[config.mk]
export PLATFORM = sky130hd
export DESIGN_NAME = fs_serial
export DESIGN_NICKNAME = d
export VERILOG_FILES = /design/src/rtl/fs_pkg.sv /design/src/rtl/fs_bit.sv /design/src/rtl/fs_serial.sv
export SDC_FILE = /design/constraint.sdc
export NUM_CORES = 1
export LEC_CHECK = 0
export CAP_MARGIN = 15
export CORE_MARGIN = 1.5
export CORE_UTILIZATION = 30
export CTS_CLUSTER_SIZE = 8
export DETAILED_ROUTE_END_ITERATION = 10
export HOLD_SLACK_MARGIN = 0.05
export MAX_ROUTING_LAYER = met4
export RECOVER_POWER = 100
export SETUP_SLACK_MARGIN = 0.2
export SLEW_MARGIN = 10
export SYNTH_ARGS = -nofsm -noshare
export SYNTH_HDL_FRONTEND = slang
export SYNTH_HIERARCHICAL = 1
export SYNTH_SLANG_ARGS = --single-unit
[constraint.sdc]
create_clock -name ck -period 4.2 [get_ports ck]
set_clock_uncertainty 0.2 [all_clocks]
set_input_delay 0.63 -clock ck [delete_from_list [all_inputs] [get_ports ck]]
set_output_delay 0.63 -clock ck [all_outputs]
set_load 0.01 [all_outputs]
[src/rtl/fs_pkg.sv]
// rtl/fs_pkg.sv - shared types and sizing helpers for the bit-serial subtractor
package fs_pkg;

  localparam int FS_W_DEFAULT = 8;

  typedef enum logic [1:0] {
    ST_IDLE = 2'd0,
    ST_RUN  = 2'd1,
    ST_DONE = 2'd2
  } state_t;

  // ceil(log2(n)), never less than 1 so a counter always has at least one bit
  function automatic int CNT_W(input int n);
    int r;
    r = 1;
    for (int i = 1; i < 32; i++) begin
      if ((1 << i) < n) r = i + 1;
    end
    return r;
  endfunction

endpackage

[src/rtl/fs_bit.sv]
// rtl/fs_bit.sv - combinational full-subtractor cell
// Ports: a, b  operand bits (a - b)
//        bi    borrow in
//        d     difference bit
//        bo    borrow out
module fs_bit (
  input  logic a,
  input  logic b,
  input  logic bi,
  output logic d,
  output logic bo
);

  assign d  = a ^ b ^ bi;
  // Borrow when b exceeds a outright, or when they tie and a borrow is pending.
  assign bo = (~a & b) | (~(a ^ b) & bi);

endmodule

[src/rtl/fs_serial.sv]
// rtl/fs_serial.sv - bit-serial A - B - bin, LSB first, with parallel result
// Ports: ck           clock, rising edge
//        rst_n        asynchronous active-low reset
//        start, bin   request and initial borrow, taken only in IDLE
//        a_bit, b_bit serial operand bits, sampled each RUN cycle
//        d            registered difference bit of the last sampled pair
//        diff, bout   parallel difference and final borrow, held after DONE
//        busy, done   RUN indicator and single-cycle completion pulse
module fs_serial
  import fs_pkg::*;
#(
  parameter int W = FS_W_DEFAULT
) (
  input  logic         ck,
  input  logic         rst_n,
  input  logic         start,
  input  logic         bin,
  input  logic         a_bit,
  input  logic         b_bit,
  output logic         d,
  output logic [W-1:0] diff,
  output logic         bout,
  output logic         busy,
  output logic         done
);

  localparam int CW = CNT_W(W);
  localparam logic [CW-1:0] CNT_LAST = CW'(W - 1);

  state_t        state_q, state_d;
  logic [CW-1:0] cnt_q, cnt_d;
  logic          br_q, br_d;
  logic          d_q, d_d;
  logic [W-1:0]  diff_q, diff_d;
  logic          bout_q, bout_d;

  logic cell_d, cell_bo;

  fs_bit u_bit (
    .a  (a_bit),
    .b  (b_bit),
    .bi (br_q),
    .d  (cell_d),
    .bo (cell_bo)
  );

  always_comb begin
    state_d = state_q;
    cnt_d   = cnt_q;
    br_d    = br_q;
    d_d     = d_q;
    diff_d  = diff_q;
    bout_d  = bout_q;
    case (state_q)
      ST_IDLE: begin
        if (start) begin
          state_d = ST_RUN;
          cnt_d   = '0;
          br_d    = bin;
        end
      end
      ST_RUN: begin
        d_d    = cell_d;
        br_d   = cell_bo;
        // New bits enter at the top so bit 0 lands at diff[0] after W shifts.
        diff_d = {cell_d, diff_q[W-1:1]};
        cnt_d  = cnt_q + 1'b1;
        if (cnt_q == CNT_LAST) begin
          state_d = ST_DONE;
          cnt_d   = '0;
          // Captured here so bout is already valid in the DONE cycle and
          // then holds through IDLE alongside diff.
          bout_d  = cell_bo;
        end
      end
      ST_DONE: begin
        state_d = ST_IDLE;
      end
      default: begin
        state_d = ST_IDLE;
      end
    endcase
  end

  always_ff @(posedge ck or negedge rst_n) begin
    if (!rst_n) begin
      state_q <= ST_IDLE;
      cnt_q   <= '0;
      br_q    <= 1'b0;
      d_q     <= 1'b0;
      diff_q  <= '0;
      bout_q  <= 1'b0;
    end else begin
      state_q <= state_d;
      cnt_q   <= cnt_d;
      br_q    <= br_d;
      d_q     <= d_d;
      diff_q  <= diff_d;
      bout_q  <= bout_d;
    end
  end

  assign d    = d_q;
  assign diff = diff_q;
  assign bout = bout_q;
  assign busy = (state_q == ST_RUN);
  assign done = (state_q == ST_DONE);

endmodule

### After elaboration in Yosys (flattened, before gate mapping)

Cells that the tools add are included.

| storage, ports and cells | value |
|---|---|
| flip-flop bits (word level) | 45 |
| input bits | 6 |
| output and inout bits | 12 |
| logic and storage cells | 32 |

| cells by class | value |
|---|---|
| $add $sub $neg | 1 |
| equal/unequal tests | 5 |
| mux-type cells | 8 |
| bitwise gates (word level) | 7 |
| reductions and logical operators | 5 |

Operators with widths:

| operator | number |
|---|---|
| 32-bit two-way mux | 2 |
| 32-bit case mux with 2 select lines | 1 |
| 32-bit by 1-bit adder with 32-bit output, second input constant | 1 |
| 32-bit by 3-bit equality test with 1-bit output, second input constant | 1 |
| 2-bit AND reduction | 3 |
| 2-bit two-way mux | 2 |
| 2-bit case mux with 2 select lines | 1 |
| 1-bit bitwise AND | 2 |
| 2-bit by 1-bit equality test with 1-bit output, second input constant | 1 |
| 2-bit equality test, second input constant | 1 |
| 2-bit zero test | 1 |
| 2-bit by 1-bit inequality test with 1-bit output, second input constant | 1 |
| 2-bit inequality test, second input constant | 1 |
| 1-bit inverter | 2 |
| 1-bit case mux with 2 select lines | 1 |
| 2-bit nonzero test | 1 |
| 1-bit XOR | 2 |
| 1-bit two-way mux | 1 |
| 1-bit OR | 1 |

### Longest topological paths before layout

Gate-level depths: netlist of run 1.

| depth | value |
|---|---|
| word-level depth | 5 |
| gate-level depth with buffers | 7 |
| gate-level depth less buffers | 6 |

### Modules after synthesis

The synthesis of run 1 kept the hierarchy.

By module, submodules not included:

| module | times used | cells each | area an instance (sq um) | seq. area each (sq um) |
|---|---|---|---|---|
| fs_serial | 1 | 246 | 2319.7 | 1101.1 |
| fs_bit | 1 | 4 | 31.3 | 0.0 |

### Worst setup path before layout of run 1

OpenSTA, ideal clock, no wires.

| timing path | value |
|---|---|
| kind | input to register |
| start | in start |
| end | reg cnt_q[22] |
| library setup time | 77 ps |
| arrival time | 1791 ps |
| required time | 3923 ps |
| path slack | 2132 ps |
| cell stages on the path | 5 |
| buffers on the path | 0 |
| cell sequence | o21bai_2 nor4_4 nand3_2 or4_1 a21oi_1 |

| on the way | value |
|---|---|
| longest elaborated chain between the ends | 2 |

Ends and longest elaborated chain:

| item | line | RTL |
|---|---|---|
| from (decl) | fs_serial.sv:16 | `input logic start,` |
| 2-bit inequality test (no line) | n/a |  |
| 2-bit AND reduction (no line) | n/a |  |
| to (signal assigned) | fs_serial.sv:95 | `cnt_q <= cnt_d;` |
| to (decl) | fs_serial.sv:31 | `logic [CW-1:0] cnt_q, cnt_d;` |

No other way between the ends.
A chain may end at the register's enable or synchronous reset.

### Worst setup path after layout of run 1

Ends and elaborated chain as after synthesis.

==> run metrics, run 1 <==
vias per cell=5.049; die area=8377 um^2; Clk network pwr share=27.0%; dpl hpwl=3630 um; final period utilization=81.69%; sw frac=31.39%; Placer Congestion=0.8511; nets=274; Peak VDD IR=0.2070 mV; Die H=91.53 um; Antenna Cells=0; Residual DRC=0; Crit Reg-Reg Endpoint=cnt_q[22]; length of the first detailed-routing pass in iterations=4; worst hold stages=2; FF+latch count, synth=44; clk slew on worst S/H paths=0.08 ns; most frequent cells in the layout=dfrtp_1, nand2_1, nor2_1, nand3_1; FILL cells=778; total global routing overflow=0; vias in the first global route=1888; r2r setup slk=1.16 ns; Routed Antenna Nets=0; internal power=782.4 uW; clock root buffer=clkbuf_8; # hold bufs at CTS=0; CP Launch Type=primary input; Cell Area, Synth=2351 um^2; postcts setup bufs=0; Pwr Total=1140 uW; failing checks=max-capacitance violations, max-slew violations; Hold Startpoint=diff[5]; worst hold-check path type=reg2reg; total clock buffers created by CTS=5; setup TNS=0 ns; status=finished with violations; Hold EP=diff[4]; GRT Overall Usage=13.65%; sw power=358.0 uW; H-tree depth=2; Detailed Route WL=5119 um; initial antenna violation count=0; drt initial violations=67; Worst setup EP type=flop; Rows=32; RSZ-0062 raised after global routing=no; largest net degree at the start of global routing=45; Layout area overhead=13.52%; Pleak=0.001155 uW; die width=91.53 um; share of layout cells above drive strength 1=5.283%; FFs w/ async S/R, synth=100.0%; Max Fclk=291.4 MHz; Starting Density=30.74%; DR vias=1853; Worst-Skew Late Latency=0.29 ns; core area=7647 um^2; commonest non-fill, non-tap cell in the layout=dfrtp_1; Seq/Total Area, Yosys=46.83%; num ports=18; CP Data Required Time=4.22 ns; drt wl/cell=13.95 um; number of synthesized flops with an enable pin=0; worst r2r src=state_q[1]; I/O Buffers=17; crit path DAT=3.45 ns; Unique masters post-synth=44; post-route non-filler standard cell count=367; Resized cells post-CTS=0; min Tclk post-route=3.431 ns; final setup fails=0; maxcap violations=1; synth warn=6; Cells after DPL=361; Final Max Tran Viols=45; Power Dens Cells=427.3 nW/um^2; deepest clock path buffer count=2; Syn Nets=258; critical path class=in2reg; crit-path max FO=15; global-route wire length before repair=8970 um; Worst slew margin=-53.82%; top_reg_cell synth=dfrtp_1; Reg power frac=53.2%; CTS Sinks=44; CTS tree=built; final hold viol count=0; combinational power share=19.8%; Worst-Margin Slew=2.307 ns; R2R depth=5; Avg Cell Area, Syn=9.404 um^2; Mapped Cells=250
## state kept, by name (all words and copies together), names as in the netlist
register	flops
state_q	2
diff	7
bout	1
d	1
br_q	1
cnt_q	32
## stage by stage
step / util [%] / worst slack (ns) / area [um^2] / hold slack, ns
floorplan: - / 2.132 / 2351 / 0.1344
global placement: 34.06 / 1.336 / 2605 / 0.2594
detailed placement: 34.06 / 1.287 / 2605 / 0.2877
CTS: 35.36 / 1.276 / 2704 / 0.3062
global route: 34.90 / 0.6714 / 2669 / 0.3285
finish: 34.90 / 0.7689 / 2669 / 0.2986
## synth_stat cells, types with 2 or more instances
cell	count	area share (%)
dfrtp_1	44	47
nand2_1	41	6.5
nor2_1	28	4.5
nand3_1	17	3.6
xor2_1	13	4.8
nand4_1	10	2.7
a31oi_1	8	2.1
inv_1	7	1.1
nor4_1	7	1.9
and4_1	6	2.2
a21oi_1	5	1.1
xnor2_1	5	1.9
and2_1	4	1.1
and3_1	4	1.1
buf_2	4	0.85
nor3_1	4	0.85
o211ai_1	4	1.3
or4_1	4	1.3
clkbuf_1	3	0.48
o21ai_0	3	0.64
a21o_1	2	0.64
nand2b_1	2	0.53
nand4_4	2	1.8
nor4_4	2	1.8
o21ai_1	2	0.43
## routing by layer
metal	GRT usage, %	vias up	wire length [um]	share of wire (%)
li1	-	918	-	-
met1	17.67	895	2443	48
met2	21.21	33	2396	47
met3	3.099	7	205	4.0
met4	4.297	0	74	1.4
met5	-	-	0	0
## cell type report
type | count | area [um^2] | share of cell area [%]
Inverter | 7 | 26.28 | 0.9845
Timing Repair Buffer | 17 | 163.9 | 6.142
Sequential cell | 44 | 1101 | 41.26
Multi-Input combinational cell | 191 | 1151 | 43.13
Tap cell | 102 | 127.6 | 4.782
Clock inverter | 1 | 30.03 | 1.125
Clock buffer | 5 | 68.82 | 2.579
## worst max-delay path by stage
stage               startpoint         to  slack, ns
floorplan                start  cnt_q[22]       2.13
global placement         start  cnt_q[22]       1.34
detailed placement       start  cnt_q[22]       1.29
CTS                 state_q[1]       busy       1.28
global route             start  cnt_q[22]       0.67
finish                   start  cnt_q[22]       0.77
## worst max-delay path, stage by stage
cell and delay [ns]:
dlygate4sd3_1 0.58, o21bai_1 0.35, nor4_1 1.14, nand3_2 0.17, or4_1 0.44, a21oi_1 0.14
## power groups by stage
stage	sequential (uW)	combinational, uW	clock (uW)
final	607	226	308
after global routing	622	257	332
after CTS	607	242	314
after detailed placement	613	242	0
after global placement	611	237	0
after floorplan	599	146	0
## logic make-up (layout without fill, tap and decap cells)
kind of cell	Yosys count	count (layout)	synth area share, %
AOI/OAI and AO/OA	32	32	9.527
xor gates and xnor gates	18	18	6.706
adders and majority gates	2	2	1.384
buffers and inverters	15	30	2.768
DFF	44	44	46.83
muxes	1	1	0.4789
and+or+nand+nor	138	138	32.30
Note: power is estimated with default switching activity, not from simulation.
==> run 2: changes to the inputs <==
clock period = 2.8 ns   (was 4.2 ns; I/O delays follow)
==> run metrics, run 2 (synthesis results as in run 1) <==
status=finished, final reports clean (was finished with violations); GRT Overall Usage=14.04% (was 13.65%); Hold Startpoint=diff[0] (was diff[5]); max reg flops=32 (unchanged); vias in the first global route=1808 (was 1888); die width=91.53 um (unchanged); core area=7647 um^2 (unchanged); Peak VDD IR=0.1820 mV (was 0.2070 mV); CTS tree=built (unchanged); total global routing overflow=0 (unchanged); drt initial violations=149 (was 67); min Tclk post-route=2.424 ns; dpl hpwl=3754 um (was 3630 um); final hold viol count=0 (unchanged); final period utilization=86.57%; drt wl/cell=13.75 um (was 13.95 um); Worst slew margin=23.63% (was -53.82%); commonest non-fill, non-tap cell in the layout=dfrtp_1 (unchanged); Cells after DPL=369 (was 361); Power Dens Cells=607.9 nW/um^2 (was 427.3 nW/um^2); largest net degree at the start of global routing=25 (was 45); CP Launch Type=flop (was primary input); R2R depth=7 (was 5); CP Data Required Time=2.18 ns (was 4.22 ns); clock root buffer=clkbuf_8 (unchanged); Worst-Skew Late Latency=0.30 ns (was 0.29 ns); nets=284 (was 274); post-route non-filler standard cell count=379 (was 367); clk slew on worst S/H paths=0.08 ns (about the same); Worst-Margin Slew=1.146 ns (was 2.307 ns); die area=8377 um^2 (unchanged); critical path startpoint=state_q[1] (was start); FILL cells=809 (was 778); r2r setup slk=0.47 ns (was 1.16 ns); Layout area overhead=17.46% (was 13.52%); I/O Buffers=17 (unchanged); DR vias=1914 (was 1853); initial antenna violation count=0 (unchanged); share of layout cells above drive strength 1=9.747% (was 5.283%); Final Max Tran Viols=0 (was 45); Crit Reg-Reg Endpoint=cnt_q[29] (was cnt_q[22]); Worst Hold Slack=0.2776 ns (was 0.2986 ns); Starting Density=30.74% (unchanged); global-route wire length before repair=9052 um (was 8970 um); RSZ-0062 raised after global routing=no (unchanged); worst hold stages=2 (unchanged); register area=1101 um^2 (unchanged); Die H=91.53 um (unchanged); deepest clock path buffer count=2 (unchanged); total clock buffers created by CTS=5 (unchanged); num ports=18 (unchanged); crit path DAT=1.80 ns (was 3.45 ns); Antenna Cells=0 (unchanged); setup TNS=0 ns (unchanged); Max Fclk=412.5 MHz; Pleak=0.001205 uW (was 0.001155 uW); critical path class=reg2out (was in2reg); Rows=32 (unchanged); Residual DRC=0 (unchanged); length of the first detailed-routing pass in iterations=4 (unchanged); Most flops, register=cnt_q (unchanged); Routed Antenna Nets=0 (unchanged); crit-path max FO=11 (was 15); Placer Congestion=0.9208 (was 0.8511); area of the multi-input gates=1174 um^2 (was 1151 um^2); worst r2r src=cnt_q[0] (was state_q[1]); Hold EP=diff[0] (was diff[4]); Worst setup EP type=primary output (was flop); final setup fails=0 (unchanged); most frequent cells in the layout=dfrtp_1, nand2_1, nor2_1, nand3_1, dlygate4sd3_1 (was dfrtp_1, nand2_1, nor2_1, nand3_1); worst hold-check path type=reg2reg (unchanged); vias per cell=5.050 (was 5.049); CTS Sinks=44 (unchanged); maxcap violations=0 (was 1); H-tree depth=2 (unchanged); Detailed Route WL=5211 um (was 5119 um)
run 2: worst max-delay path by stage:
stage,end,slack (ns),cells past startpoint
global route,cnt_q[4],0.21,6
finish,busy,0.38,3
global placement,cnt_q[22],0.48,6
CTS,busy,0.38,3
detailed placement,cnt_q[22],0.46,6
floorplan,cnt_q[22],0.78,6
run 2: layout make-up:
type	instances	share of cell area, %
timing repair buffer	27	8.654
multi-input combinational	191	42.50
clock buffer	7	3.126
sequential	44	39.87
clock inverter	1	0.2719
tap	102	4.622
inverter	7	0.9515
run 2: timing repair:
item | CTS | global route
gates resized for setup | 0 | 0
setup endpoints to repair | 0 | 13
hold endpoints to repair | 20 | 0
hold buffers | 1 | 0
setup buffers | 0 | 1
run 2: per-layer routing:
layer	GRT usage (%)	vias up	share of wire, %
met5	-	-	0
met4	5.078	0	1.1
met3	3.015	6	3.1
met2	20.02	29	45
met1	19.51	927	51
li1	-	952	-
run 2: metrics by stage:
stage / util [%] / area (um^2) / worst slack (ns) / total power, uW
2_1_floorplan: - / 2351 / 0.7778 / 1117
3_3_place_gp: 34.85 / 2665 / 0.4844 / 1278
3_5_place_dp: 34.85 / 2665 / 0.4619 / 1292
4_1_cts: 36.21 / 2769 / 0.3785 / 1716
5_1_grt: 36.11 / 2761 / 0.2119 / 1801
6_report: 36.11 / 2761 / 0.3760 / 1679
run 2: power by group:
group | internal, uW | switching [uW] | leakage (uW) | total [uW]
sequential | 754 | 159 | 0.000558 | 912
combinational | 171 | 180 | 0.000603 | 351
clock | 201 | 214 | 0.0000445 | 415
total | 1130 | 553 | 0.00120 | 1680
run 2: worst max-delay path: stages, from the launching register on:
cell and delay, ns:
dfrtp_1 0.42, nand2b_1 0.17, inv_1 0.27, dlygate4sd3_1 0.66
==> run 3: changes to the inputs <==
ABC_AREA = 1   (was default)
CAP_MARGIN = 30   (was 15)
CTS_BUF_LIST = sky130_fd_sc_hd__clkbuf_8   (was default)
==> run metrics, run 3 <==
CP most frequent cell=inv_1; largest net degree at the start of global routing=40 (was 25); commonest non-fill, non-tap cell in the layout=nand2_1 (was dfrtp_1); Worst setup EP type=primary output (unchanged); Cell Area, Synth=2799 um^2 (was 2351 um^2); Power Dens Cells=634.0 nW/um^2 (was 607.9 nW/um^2); crit path DAT=1.56 ns (was 1.80 ns); RSZ-0062 raised after global routing=no (unchanged); drt wl/cell=12.20 um (was 13.75 um); worst hold-check path type=reg2reg (unchanged); combinational power share=36.6% (was 20.9%); FFs w/ async S/R, synth=100.0% (unchanged); I/O Buffers=17 (unchanged); crit-path cells=inv_1 -> nand2_1 -> inv_1 -> dlygate4sd3_1 (was nand2b_1 -> inv_1 -> dlygate4sd3_1); CTS Sinks=44 (unchanged); nets=467 (was 284); initial antenna violation count=0 (unchanged); total global routing overflow=0 (unchanged); CTS tree=built (unchanged); sw power=821.1 uW (was 552.8 uW); total clock buffers created by CTS=5 (unchanged); H-tree depth=2 (unchanged); die width=99.59 um (was 91.53 um); Crit path max-delay family=buffers and inverters (unchanged); deepest clock path buffer count=2 (unchanged); num ports=18 (unchanged); Residual DRC=0 (unchanged); Syn Nets=447 (was 258); Synth area leader=dfrtp_1 (unchanged); slowest cell on the critical path=dlygate4sd3_1 (unchanged); postcts setup bufs=0 (unchanged); internal power=1193 uW (was 1126 uW); Max Fclk=458.5 MHz (was 412.5 MHz); Area after DPL=3073 um^2 (was 2665 um^2); vias per cell=4.715 (was 5.050); Mapped Cells=439 (was 250); Worst path max stage delay=0.60 ns (was 0.66 ns); Routed Antenna Nets=0 (unchanged); Most flops, register=cnt_q (unchanged); core area=9153 um^2 (was 7647 um^2); critical path class=reg2out (unchanged); clock root buffer=clkbuf_8 (unchanged); FF+latch count, synth=44 (unchanged); sw frac=40.77% (was 32.94%); dpl hpwl=5261 um (was 3754 um); Worst slew margin=16.84% (was 23.63%); maxcap violations=0 (unchanged); Peak VDD IR=0.5968 mV (was 0.1820 mV); Pleak=0.001481 uW (was 0.001205 uW); number of synthesized flops with an enable pin=0 (unchanged); most frequent cells in the layout=nand2_1, nor2_1, nand3_1, dfrtp_1, inv_1 (was dfrtp_1, nand2_1, nor2_1, nand3_1, dlygate4sd3_1); post-route non-filler standard cell count=571 (was 379); GRT Overall Usage=16.47% (was 14.04%); clk slew on worst S/H paths=0.09 ns (was 0.08 ns); worst path bufs/invs=3 (was 2); DR vias=2692 (was 1914); Area contributors post-synth=dfrtp_1, nand2_1, nor2_1, nand3_1, inv_1 (was dfrtp_1, nand2_1, xor2_1, nor2_1, nand3_1); drt initial violations=189 (was 149); share of the synthesized area in the top cell type=39.34% (was 46.83%); Final Max Tran Viols=0 (unchanged); final setup fails=0 (unchanged); setup TNS=0 ns (unchanged); Clk network pwr share=21.8% (was 24.7%); final hold viol count=0 (unchanged); Seq/Total Area, Yosys=39.34% (was 46.83%); Rows=35 (was 32); final period utilization=77.90% (was 86.57%); CP Launch Type=flop (unchanged); synth warn=6 (unchanged); Detailed Route WL=6967 um (was 5211 um); CP Data Required Time=2.18 ns (about the same); Cells after DPL=562 (was 369); min Tclk post-route=2.181 ns (was 2.424 ns); Reg power frac=41.6% (was 54.4%); top_reg_cell synth=dfrtp_1 (unchanged); vias in the first global route=2675 (was 1808); max reg flops=32 (unchanged); Antenna Cells=0 (unchanged); die area=9918 um^2 (was 8377 um^2); Setup WS pre-CTS=0.7774 ns (was 0.4619 ns); Starting Density=30.58% (was 30.74%); global-route wire length before repair=12480 um (was 9052 um); Resized cells post-CTS=0 (unchanged); most frequent cell after synthesis=nand2_1 (was dfrtp_1); status=finished, final reports clean (unchanged); synth cell count leaders=nand2_1, nor2_1, dfrtp_1, nand3_1, inv_1 (was dfrtp_1, nand2_1, nor2_1); Unique masters post-synth=22 (was 44); Die H=99.59 um (was 91.53 um); crit-path max FO=2 (was 11); worst setup margin=0.6188 ns (was 0.3760 ns); Worst-Margin Slew=1.247 ns (was 1.146 ns); Layout area overhead=13.50% (was 17.46%); share of layout cells above drive strength 1=5.652% (was 9.747%); # hold bufs at CTS=1 (unchanged); Avg Cell Area, Syn=6.376 um^2 (was 9.404 um^2); post-route cell area=3177 um^2 (was 2761 um^2); Worst-Skew Late Latency=0.32 ns (was 0.30 ns); length of the first detailed-routing pass in iterations=5 (was 4); Placer Congestion=0.8889 (was 0.9208)
-- run 3: cell types whose count changed after synthesis, sizes merged, moves of 6 or more --
cell	delta
nand4	-11
and4	-6
nor4	-9
a31oi	-8
xor2	-9
nor2	+56
o21ai	+14
a21oi	-6
inv	+35
nand2	+141
nand3	+26
-- run 3: kinds of logic after synthesis --
kind of cell / after synthesis / synth area share (%)
xor gates and xnor gates: 4 / 1.252
adders and majority gates: 2 / 1.162
and+or+nand+nor: 318 / 46.89
AOI/OAI and AO/OA: 21 / 3.844
DFF: 44 / 39.34
buffers and inverters: 50 / 7.510
-- run 3: per-stage QoR --
stage | hold WS [ns] | util (%) | total power [uW]
after floorplan | -0.07559 | - | 1338
after global placement | 0.2345 | 33.57 | 1619
after detailed placement | 0.2342 | 33.57 | 1626
after CTS | 0.2909 | 34.75 | 2072
after global routing | 0.3241 | 34.71 | 2193
final | 0.2841 | 34.71 | 2014
-- run 3: final cells by class --
type	count	area, um^2
clock buffers	6	82.58
clock inverters	2	15.01
fillers	981	5976
inverters	42	157.7
multi-input cells	345	1488
flip-flops and latches	44	1101
well taps	111	138.9
repair buffers	21	193.9
-- run 3: power by group through the flow --
stage          Sequential [uW]  Combinational [uW]  Clock, uW
2_1_floorplan              861                 476          0
6_report                   837                 737        440
3_3_place_gp               849                 770          0
4_1_cts                    840                 780        452
3_5_place_dp               847                 779          0
5_1_grt                    858                 843        493
-- run 3: worst paths after layout --
path	from	slack, ns	to	depth (start not counted)
max	state_q[1]	0.62	busy	4
min	bout	0.28	bout	2
max reg2reg	state_q[0]	0.62	cnt_q[25]	6
min reg2reg	bout	0.28	bout	2
max in group asynchronous	rst_n	0.77	cnt_q[8]	3
min in group asynchronous	rst_n	0.68	diff[1]	2
-- run 3: worst reg2reg max path, cell delays in order (launching register included) --
cell and delay [ns]:
dfrtp_1 0.40, nand2_1 0.14, buf_4 0.24, nand2_1 0.18, inv_1 0.71, nand2_1 0.13
nand2_1 0.11
-- run 3: layer usage --
metal  GRT usage (%)  share of wire (%)  vias to the layer above
met5               -                  0                        -
met4           4.117                1.4                        0
met3           3.584                4.7                        9
met2           26.71                 47                       52
met1           21.00                 47                     1247
li1                -                  -                     1384
